--- config.mk ---
export PLATFORM = sky130hd
export DESIGN_NAME = debounced_bcd_counter
export DESIGN_NICKNAME = d
export VERILOG_FILES = /design/src/rtl/debounced_bcd_counter.sv
export SDC_FILE = /design/constraint.sdc
export NUM_CORES = 1
export LEC_CHECK = 0
export BUFFER_PORTS_ARGS = -buffer_cell sky130_fd_sc_hd__buf_2
export CAP_MARGIN = 10
export CORE_ASPECT_RATIO = 1.2
export CORE_MARGIN = 4
export CORE_UTILIZATION = 55
export CTS_CLUSTER_DIAMETER = 60
export DETAILED_ROUTE_END_ITERATION = 16
export PLACE_DENSITY = 0.78
export SKIP_LAST_GASP = 1
export SLEW_MARGIN = 20
export SYNTH_ARGS = -nofsm -noshare
export SYNTH_HDL_FRONTEND = slang
export SYNTH_SLANG_ARGS = --single-unit
--- constraint.sdc ---
create_clock -name Clk -period 2.26 [get_ports Clk]
set_input_delay 0.113 -clock Clk [delete_from_list [all_inputs] [get_ports Clk]]
set_output_delay 0.113 -clock Clk [all_outputs]
set_load 0.02 [all_outputs]
--- src/rtl/debounced_bcd_counter.sv ---
// Up/down packed-BCD counter fed by debounced button levels; each rising
// edge of Up/Down/Clear is one step, with one-cycle carry/borrow wrap pulses.
module debounced_bcd_counter #(
  parameter int NumDigits = 2
) (
  input  logic                   Clk,
  input  logic                   Reset,
  input  logic                   UpIn,
  input  logic                   DownIn,
  input  logic                   ClearIn,
  output logic [4*NumDigits-1:0] BcdOut,
  output logic                   CarryOut,
  output logic                   BorrowOut
);

  localparam int W = 4 * NumDigits;

  // Ripple +1 across digits; MSB of the result is the wrap carry.
  function automatic logic [W:0] bcd_inc(input logic [W-1:0] v);
    logic [W-1:0] r;
    logic         c;
    r = v;
    c = 1'b1;
    for (int k = 0; k < NumDigits; k++) begin
      if (c) begin
        if (v[4*k +: 4] >= 4'd9) begin
          r[4*k +: 4] = 4'd0;
          c           = 1'b1;
        end else begin
          r[4*k +: 4] = v[4*k +: 4] + 4'd1;
          c           = 1'b0;
        end
      end else begin
        r[4*k +: 4] = v[4*k +: 4];
      end
    end
    return {c, r};
  endfunction

  // Ripple -1 across digits; MSB of the result is the wrap borrow.
  // A non-BCD digit (unreachable from reset) is pulled back to 9.
  function automatic logic [W:0] bcd_dec(input logic [W-1:0] v);
    logic [W-1:0] r;
    logic         b;
    r = v;
    b = 1'b1;
    for (int k = 0; k < NumDigits; k++) begin
      if (b) begin
        if (v[4*k +: 4] == 4'd0) begin
          r[4*k +: 4] = 4'd9;
          b           = 1'b1;
        end else if (v[4*k +: 4] > 4'd9) begin
          r[4*k +: 4] = 4'd9;
          b           = 1'b0;
        end else begin
          r[4*k +: 4] = v[4*k +: 4] - 4'd1;
          b           = 1'b0;
        end
      end else begin
        r[4*k +: 4] = v[4*k +: 4];
      end
    end
    return {b, r};
  endfunction

  logic [W-1:0] count_q, count_d;
  logic         carry_q, carry_d;
  logic         borrow_q, borrow_d;
  logic         up_prev_q, up_prev_d;
  logic         down_prev_q, down_prev_d;
  logic         clear_prev_q, clear_prev_d;
  logic         up_edge_s, down_edge_s, clear_edge_s;
  logic [W:0]   inc_res_s, dec_res_s;

  // Edge detection and prioritised next-count selection.
  always_comb begin
    up_edge_s    = UpIn & ~up_prev_q;
    down_edge_s  = DownIn & ~down_prev_q;
    clear_edge_s = ClearIn & ~clear_prev_q;
    inc_res_s    = bcd_inc(count_q);
    dec_res_s    = bcd_dec(count_q);

    up_prev_d    = UpIn;
    down_prev_d  = DownIn;
    clear_prev_d = ClearIn;
    count_d      = count_q;
    carry_d      = 1'b0;
    borrow_d     = 1'b0;

    if (clear_edge_s) begin
      count_d = {W{1'b0}};
    end else if (up_edge_s && down_edge_s) begin
      count_d = count_q;
    end else if (up_edge_s) begin
      count_d = inc_res_s[W-1:0];
      carry_d = inc_res_s[W];
    end else if (down_edge_s) begin
      count_d  = dec_res_s[W-1:0];
      borrow_d = dec_res_s[W];
    end else begin
      count_d = count_q;
    end
  end

  // State register; prev levels track the inputs even in reset so a held
  // button does not step when reset releases.
  always_ff @(posedge Clk) begin
    if (!Reset) begin
      count_q      <= {W{1'b0}};
      carry_q      <= 1'b0;
      borrow_q     <= 1'b0;
      up_prev_q    <= UpIn;
      down_prev_q  <= DownIn;
      clear_prev_q <= ClearIn;
    end else begin
      count_q      <= count_d;
      carry_q      <= carry_d;
      borrow_q     <= borrow_d;
      up_prev_q    <= up_prev_d;
      down_prev_q  <= down_prev_d;
      clear_prev_q <= clear_prev_d;
    end
  end

  assign BcdOut    = count_q;
  assign CarryOut  = carry_q;
  assign BorrowOut = borrow_q;

endmodule

==> results.txt, run 1 <==
Top FF cell, synth -> dfxtp_1
setup_tns -> 0 ps
ANT nets after route -> 0
Final Setup Violations -> 0
overall routing resource usage -> 0.188
Vias/cell -> 6.05
Post-synth EDFFs -> 0
TritonCTS clock tree -> done
Hold/Removal Path Class -> in2reg
synth warn -> 0
clock tree buffer depth -> 2
first-pass GRT wire length -> 3430 um
detailed placement HPWL -> 1530 um
Root Buffer Master -> clkbuf_4
WL per Instance -> 13.7 um
Period Utilization, post-route -> 0.876
CTS Buf Count -> 3
hold_sp -> Reset
P_sw -> 0.000230 W
Synth Net Count -> 131
maximum VDD drop -> 470 uV
diode count -> 0
Worst EP required -> 2410 ps
Final Hold Viols -> 0
status -> finished clean
largest net degree at the start of global routing -> 14
sequential share of power -> 0.432
CTS H-tree depth -> 1
placement row count -> 16
number of I/O pins -> 15
synthesis-to-layout area growth -> 9.91%
P per Cell Area -> 593 mW/mm^2
final wirelength -> 2040 um
main area contributors after synthesis -> dfxtp_1 27%, ha_1 12%, o21ai_0 4.7%
critical path startpoint category -> flop
Crit Path Class -> reg2reg
Clock Power Share -> 0.241
Worst Tran Pin Value -> 613 ps
library cells used by synthesis -> 40
Worst R2R Setup Slack -> 280 ps
Worst-path clk slew -> 90 ps
ys async rst share -> 0
data arrival time of the worst path -> 2130 ps
Synth top area share -> 0.271
IO buf count -> 14
CP Max Fanout -> 9
Tmin final -> 1980 ps
switching share of total power -> 0.369
crit path capture type -> flop
clock sink count -> 13
cells after synthesis -> 117
total internal power -> 0.000395 W
Logic pwr share -> 0.327
die height -> 53.8 um
die width -> 46.1 um
FF/Latch Area -> 260 um^2
vias -> 901
RePlAce Congestion -> 0.915
syn avg cell area -> 8.20 um^2
Fmax -> 0.505 GHz
# nets final -> 146
Initial Util -> 0.585
Multi-input gate area -> 604 um^2
layout cells sized above 1 -> 0.198
router iterations before antenna repair -> 4
cells on worst reg2reg path -> 7
grt ovf -> 0
MaxCap Viol Count -> 0
Slew HR -> 0.588
final worst clock skew -> 3.03 ps
core area -> 0.00164 mm^2
FF-to-FF End -> BcdOut[5]
worst hold stages -> 4
synthesized flop and latch total -> 13
DRT iter0 DRCs -> 9
RSZ-0062 raised after global routing -> false
post-synthesis sequential area ratio -> 0.271
vias in the first global route -> 827
postcts setup bufs -> 0
Worst-Skew Late Latency -> 290 ps
Min-Delay Endpoint -> BcdOut[1]
Final Power -> 0.000625 W
max-slew violation count -> 0
final core utilization -> 0.643
cell accounting for the most synthesized area -> dfxtp_1
antenna violations before repair -> 0
reg2reg start -> BcdOut[0]
total leakage power -> 0.461 nW
detailed-route DRC error count -> 0
cell area after synthesis -> 960 um^2
die area -> 0.00248 mm^2
Layout fillers -> 153
[sequential cells by signal, indices dropped and copies added (netlist names)]
signal and flops:
BorrowOut 1, CarryOut 1, clear_prev_q 1, BcdOut 8, down_prev_q 1, up_prev_q 1
[cell usage in the layout, fill, tap and decap left out, types with 4 or more instances in the layout]
cell type and count:
a21oi_1 8, buf_2 14, dfxtp_1 13, ha_1 9, inv_1 9, nand2_1 7, nand3_1 4, nor2_1 9
nor2b_1 4, o21ai_0 9
[cell usage after synthesis, drive strengths merged, types with 2 or more instances]
| cell type | instances |
|---|---|
| nand3 | 4 |
| a21oi | 8 |
| o21ai | 11 |
| nor2 | 9 |
| buf | 6 |
| nand2b | 4 |
| inv | 10 |
| nor2b | 4 |
| nor3b | 4 |
| a211oi | 2 |
| nand2 | 7 |
| nor4 | 2 |
| ha | 9 |
| dfxtp | 13 |
| nand4b | 2 |
| a31oi | 3 |
| o211ai | 2 |
| o31ai | 3 |
[critical path: stages, from the launching register on]
cell and delay (ps):
dfxtp_1 470, inv_1 100, ha_1 270, nor3b_2 200, nor3b_2 310, o21ai_2 170, a221oi_1 250, a211oi_1 80
[stage by stage]
stage / setup WS (ps) / instance area [um^2] / hold slack (ps) / instances
6_report: 280 / 1050 / 243 / 149
5_1_grt: 91.1 / 1050 / 274 / 149
4_1_cts: 278 / 1050 / 241 / 149
3_5_place_dp: 302 / 997 / 228 / 142
3_3_place_gp: 333 / 997 / 226 / 142
2_1_floorplan: 397 / 960 / 141 / 117
[cell families after synthesis]
group | after synthesis | synth area share
flops | 13 | 0.271
fa+ha+maj | 9 | 0.117
simple gates | 39 | 0.241
buf+inv | 17 | 0.0991
compound gates | 39 | 0.271
[routing by layer]
layer | global-route usage | up-vias | part of all wire
li1 | - | 451 | -
met1 | 0.213 | 423 | 0.44
met2 | 0.323 | 20 | 0.49
met3 | 0.0234 | 7 | 0.034
met4 | 0.118 | 0 | 0.031
met5 | 0 | - | 0
[final cells by class]
type | instances | share of cell area
Clock buffer | 3 | 0.0214
Clock inverter | 1 | 0.00474
Inverter | 10 | 0.0380
Multi-Input combinational cell | 87 | 0.573
Sequential cell | 13 | 0.247
Tap cell | 18 | 0.0214
Timing Repair Buffer | 17 | 0.0949
[power groups by stage]
stage               clock network (W)  registers, W  logic, W
floorplan                           0      0.000277  0.000157
global placement                    0      0.000274  0.000197
detailed placement                  0      0.000275  0.000199
CTS                          0.000152      0.000269  0.000205
global route                 0.000165      0.000273  0.000230
finish                       0.000151      0.000270  0.000205
[how the worst max path moves through the flow]
| stage | startpoint | end | slack [ps] | depth (start not counted) |
|---|---|---|---|---|
| 2_1_floorplan | BcdOut[0] | BcdOut[5] | 400 | 7 |
| 3_3_place_gp | BcdOut[0] | BcdOut[5] | 330 | 7 |
| 3_5_place_dp | BcdOut[0] | BcdOut[5] | 300 | 7 |
| 4_1_cts | BcdOut[0] | BcdOut[5] | 280 | 7 |
| 5_1_grt | BcdOut[0] | BcdOut[5] | 90 | 7 |
| 6_report | BcdOut[0] | BcdOut[5] | 280 | 7 |
[timing repair]
| item | 4_1_cts | 5_1_grt |
|---|---|---|
| hold endpoints to repair | 3 | 0 |
| gates resized for setup | 0 | 0 |
| hold buffers | 3 | 0 |
(Power assumes the default switching activity.)
==> run 2, diff against run 1 <==
--- a/config.mk
+++ b/config.mk
@@ -5,6 +5,7 @@
 export SDC_FILE = /design/constraint.sdc
 export NUM_CORES = 1
 export LEC_CHECK = 0
+export ABC_AREA = 1
 export BUFFER_PORTS_ARGS = -buffer_cell sky130_fd_sc_hd__buf_2
 export CAP_MARGIN = 10
 export CORE_ASPECT_RATIO = 1.2
@@ -12,7 +13,8 @@
 export CORE_UTILIZATION = 55
 export CTS_CLUSTER_DIAMETER = 60
 export DETAILED_ROUTE_END_ITERATION = 16
-export PLACE_DENSITY = 0.78
+export PLACE_DENSITY = 0.77
+export REMOVE_ABC_BUFFERS = 1
 export SKIP_LAST_GASP = 1
 export SLEW_MARGIN = 20
 export SYNTH_ARGS = -nofsm -noshare
==> run 2 against run 1 <==
Combinational power rose by 19%. Hold slack got worse by 76 ps. Final area rose by 5.8%. Via count rose by 3.7%. Flip-flop and latch count did not move. Fmax rose by 10%. Die area rose by 3.2%. Register-to-register slack improved by 340 ps. Synthesized area rose by 3.8%. Count of clock-buffer cells in the layout did not move. Highest routed layer unchanged.
==> results.txt, run 2 <==
Post-synth EDFFs -> 0
ys async rst share -> 0
switching share of total power -> 0.398
Fmax -> 0.557 GHz
MaxCap Viol Count -> 0
Crit Path Class -> in2reg
Tmin final -> 1790 ps
P_sw -> 0.000265 W
final worst clock skew -> 2.89 ps
setup ws final -> 466 ps
top post-synthesis cells by count -> 32 x nand2_1, 13 x dfxtp_1, 13 x nor2_1
cell area after synthesis -> 996 um^2
P per Cell Area -> 595 mW/mm^2
Final Hold Viols -> 0
commonest non-fill, non-tap cell in the layout -> nand2_1
CTS H-tree depth -> 1
library cells used by synthesis -> 24
Initial Util -> 0.592
overall routing resource usage -> 0.195
IO buf count -> 14
crit path capture type -> flop
DRT iter0 DRCs -> 13
placement row count -> 16
setup_tns -> 0 ps
total leakage power -> 0.589 nW
clock tree buffer depth -> 2
Layout fillers -> 166
ANT nets after route -> 0
status -> finished clean
Placed Instances -> 167
sequential share of power -> 0.412
cells after synthesis -> 138
syn avg cell area -> 7.22 um^2
Logic pwr share -> 0.366
detailed placement HPWL -> 1660 um
RePlAce Congestion -> 0.946
final wirelength -> 2110 um
Worst Tran Pin Value -> 398 ps
critical path startpoint category -> input pin
Worst-path clk slew -> 80 ps
max reg flops -> 8
Place WS -> 637 ps
synthesis-to-layout area growth -> 12.1%
die width -> 46.8 um
post-CTS resize count -> 0
synthesized flop and latch total -> 13
CTS Buf Count -> 3
maximum VDD drop -> 495 uV
most common cell in the synthesized netlist -> nand2_1
largest net degree at the start of global routing -> 12
Slew HR -> 0.734
Clock Power Share -> 0.221
Top FF cell, synth -> dfxtp_1
synth warn -> 0
CP Max Fanout -> 11
die height -> 54.6 um
main area contributors after synthesis -> dfxtp_1 26%, nand2_1 12%, ha_1 11%
WL per Instance -> 12.1 um
data arrival time of the worst path -> 1980 ps
max-slew violation count -> 0
TritonCTS clock tree -> done
vias -> 934
clock sink count -> 13
Period Utilization, post-route -> 0.794
total internal power -> 0.000400 W
first-pass GRT wire length -> 3560 um
commonest non-fill, non-tap cells in the layout -> 32 x nand2_1, 14 x buf_2, 13 x dfxtp_1, 13 x nor2_1, 12 x nand3_1
diode count -> 0
cell accounting for the most synthesized area -> dfxtp_1
# nets final -> 171
Root Buffer Master -> clkbuf_4
Vias/cell -> 5.37
final core utilization -> 0.664
RSZ-0062 raised after global routing -> false
antenna violations before repair -> 0
Worst-Skew Late Latency -> 280 ps
vias in the first global route -> 829
core area -> 0.00168 mm^2
final std cells w/o fill -> 174
post-synthesis sequential area ratio -> 0.261
die area -> 0.00256 mm^2
router iterations before antenna repair -> 4
detailed-route DRC error count -> 0
layout cells sized above 1 -> 0.269
Synth top area share -> 0.261
number of I/O pins -> 15
grt ovf -> 0
Hold/Removal Path Class -> in2reg
Worst EP required -> 2440 ps
Final Setup Violations -> 0
[run 2: cell types whose count changed after synthesis, sizes merged, moves of 4 or more]
cell,change
nor2,+5
nor2b,-4
nand2b,-4
o21ai,-6
nand4,+6
nand3,+14
nand2,+32
nor3b,-4
inv,+7
[run 2: path summary, 6_finish.rpt]
kind               startpoint        end  slack, ps  cells after the start
setup / recovery         UpIn  BcdOut[7]        470                     10
hold / removal          Reset  BorrowOut        170                      3
setup reg to reg    up_prev_q  BcdOut[7]        620                      9
hold reg to reg   down_prev_q  BorrowOut        530                      3
[run 2: repair_timing]
action | 4_1_cts | 5_1_grt
setup buffers | 0 | 0
endpoints found under the hold margin | 3 | 0
hold buffers | 3 | 0
[run 2: area by class of cell]
class | count | area (um^2) | area share
multi-input cells | 105 | 642 | 0.575
flip-flops and latches | 13 | 260 | 0.233
repair buffers | 17 | 100 | 0.0897
inverters | 17 | 63.8 | 0.0572
clock buffers | 3 | 22.5 | 0.0202
well taps | 18 | 22.5 | 0.0202
clock inverters | 1 | 5.00 | 0.00448
[run 2: routing by layer]
| layer | share of wire | GRT usage |
|---|---|---|
| met1 | 0.41 | 0.215 |
| met2 | 0.53 | 0.351 |
| met3 | 0.036 | 0.0197 |
| met4 | 0.025 | 0.115 |
| met5 | 0 | 0 |
[run 2: critical path, cell delays in order]
cell           delay [ps]
dlygate4sd3_1         530
buf_2                 140
nand2_4               120
inv_2                 120
ha_1                  390
inv_1                 120
a21oi_4               150
nand2_4                90
nor2_1                130
a21oi_2                60
[run 2: stage by stage]
step	total power, W	instance area [um^2]	hold slack (ps)
CTS	0.000668	1120	173
global placement	0.000511	1060	230
finish	0.000664	1120	167
floorplan	0.000460	966	141
detailed placement	0.000518	1060	230
global route	0.000716	1120	186
[run 2: logic make-up after synthesis]
logic type | share of synthesized area
AO/OA/AOI/OAI | 0.0854
AND/OR/NAND/NOR | 0.420
buffers and inverters | 0.0942
flip-flops | 0.261
adder cells (fa/ha/maj) | 0.113
XOR/XNOR | 0.0264
[run 2: power by group through the flow]
stage                     registers (W)  clock network, W  logic, W
after floorplan                0.000291                 0  0.000169
after global placement         0.000278                 0  0.000233
after detailed placement       0.000279                 0  0.000238
after CTS                      0.000274          0.000149  0.000245
after global routing           0.000277          0.000165  0.000274
final                          0.000274          0.000147  0.000243
==> run 3, diff against run 2 <==
==> constraint.sdc (replaced) <==
create_clock -name Clk -period 1.8 [get_ports Clk]
set_input_delay 0.09 -clock Clk [delete_from_list [all_inputs] [get_ports Clk]]
set_output_delay 0.09 -clock Clk [all_outputs]
set_load 0.02 [all_outputs]
==> run 3 against run 2 <==
Worst setup slack got worse by 370 ps. Register-to-register slack got worse by 390 ps. Non-clock buffer count rose by 1. Sequential power rose by 25%. Count of clock-buffer cells in the layout did not move. Clock skew rose by 0.88 ps. Critical path depth did not move. Via count rose by 2.0%. First-iteration DRC count rose by 92%. Largest cell class unchanged. Largest power group unchanged.
==> results.txt, run 3 (synthesis results as in run 2) <==
MaxCap Viol Count -> 0
CTS H-tree depth -> 1
status -> finished clean
largest net degree at the start of global routing -> 12
delay-heaviest family, CP -> buffers and inverters
router iterations before antenna repair -> 4
clock tree buffer depth -> 2
first-pass GRT wire length -> 3730 um
Final Hold Viols -> 0
final worst clock skew -> 3.78 ps
Period Utilization, post-route -> 0.948
Clock Power Share -> 0.217
CP peak stage delay -> 530 ps
Initial Util -> 0.592
Crit path top cell by count -> nand2_4
Crit Path Class -> in2reg
Hold WS -> 146 ps
total internal power -> 0.000507 W
Slew HR -> 0.720
setup ws final -> 94.1 ps
layout cells sized above 1 -> 0.280
switching share of total power -> 0.399
Vias/cell -> 5.45
TritonCTS clock tree -> done
Logic pwr share -> 0.378
Worst EP required -> 1980 ps
commonest non-fill, non-tap cell in the layout -> nand2_1
Hold/Removal Path Class -> in2reg
Place WS -> 178 ps
sequential share of power -> 0.405
RePlAce Congestion -> 0.949
core area -> 0.00168 mm^2
die height -> 54.6 um
commonest non-fill, non-tap cells in the layout -> 32 x nand2_1, 14 x buf_2, 13 x dfxtp_1, 13 x nor2_1, 12 x nand3_1
final core utilization -> 0.676
max reg flops -> 8
Slowest-stage cell, CP -> dlygate4sd3_1
antenna violations before repair -> 0
P per Cell Area -> 743 mW/mm^2
setup_tns -> 0 ps
die width -> 46.8 um
P_sw -> 0.000337 W
number of I/O pins -> 15
total leakage power -> 0.593 nW
ANT nets after route -> 0
Multi-input gate area -> 654 um^2
Tmin final -> 1710 ps
Worst Tran Pin Value -> 420 ps
WL per Instance -> 12.5 um
maximum VDD drop -> 578 uV
CP Buf/Inv Count -> 4
clock sink count -> 13
placement row count -> 16
crit-path cells -> dlygate4sd3_1, buf_2, nand2_4, inv_2, ha_4, inv_1, a21oi_4, nand2_4, nor2_1, a21oi_2
vias -> 953
vias in the first global route -> 889
diode count -> 0
overall routing resource usage -> 0.200
Worst-Skew Late Latency -> 280 ps
Final Setup Violations -> 0
synthesis-to-layout area growth -> 14.1%
die area -> 0.00256 mm^2
final std cells w/o fill -> 175
DRT iter0 DRCs -> 25
detailed placement HPWL -> 1650 um
CP Max Fanout -> 11
Worst-path clk slew -> 80 ps
grt ovf -> 0
Fmax -> 0.586 GHz
detailed-route DRC error count -> 0
Placed Instances -> 168
# nets final -> 172
FF/Latch Area -> 260 um^2
max-slew violation count -> 0
CTS Buf Count -> 3
critical path startpoint category -> input pin
crit path capture type -> flop
IO buf count -> 14
Root Buffer Master -> clkbuf_4
final wirelength -> 2190 um
Layout fillers -> 153
data arrival time of the worst path -> 1890 ps
run 3: per-stage QoR:
| stage | power (W) | instance area, um^2 |
|---|---|---|
| floorplan | 0.000578 | 966 |
| global placement | 0.000645 | 1070 |
| detailed placement | 0.000654 | 1070 |
| CTS | 0.000841 | 1120 |
| global route | 0.000906 | 1140 |
| finish | 0.000844 | 1140 |
run 3: tightest hold or removal path, stage by stage:
cell,delay (ps)
buf_2,90
nand2_1,130
nor4_2,70
run 3: repair_timing:
item | in CTS | in global routing
hold buffers | 3 | 0
hold endpoints to repair | 3 | 0
setup endpoints to repair | 0 | 4
resized for setup | 0 | 2
buffers inserted | 0 | 0
run 3: path summary, 6_finish.rpt:
kind,slack (ps),end,from,cells past startpoint
max,90,BcdOut[7],UpIn,10
min,150,CarryOut,Reset,3
max reg2reg,230,BcdOut[7],up_prev_q,9
min reg2reg,560,BorrowOut,down_prev_q,3
run 3: cell type report:
cell class,count,area share
multi-input combinational,105,0.576
sequential,13,0.229
timing repair buffer,18,0.0947
inverter,17,0.0562
clock buffer,3,0.0198
tap,18,0.0198
clock inverter,1,0.00441
run 3: power groups by stage:
stage | Clock (W) | Combinational, W | Sequential (W)
finish | 0.000183 | 0.000319 | 0.000342
global route | 0.000201 | 0.000359 | 0.000346
CTS | 0.000188 | 0.000312 | 0.000341
detailed placement | 0 | 0.000305 | 0.000348
global placement | 0 | 0.000299 | 0.000346
floorplan | 0 | 0.000212 | 0.000366
run 3: per-layer routing:
metal | GRT usage | share of wire | vias up
li1 | - | - | 487
met5 | 0 | 0 | -
met4 | 0.0876 | 0.014 | 0
met3 | 0.0263 | 0.032 | 5
met2 | 0.371 | 0.54 | 17
met1 | 0.218 | 0.41 | 444
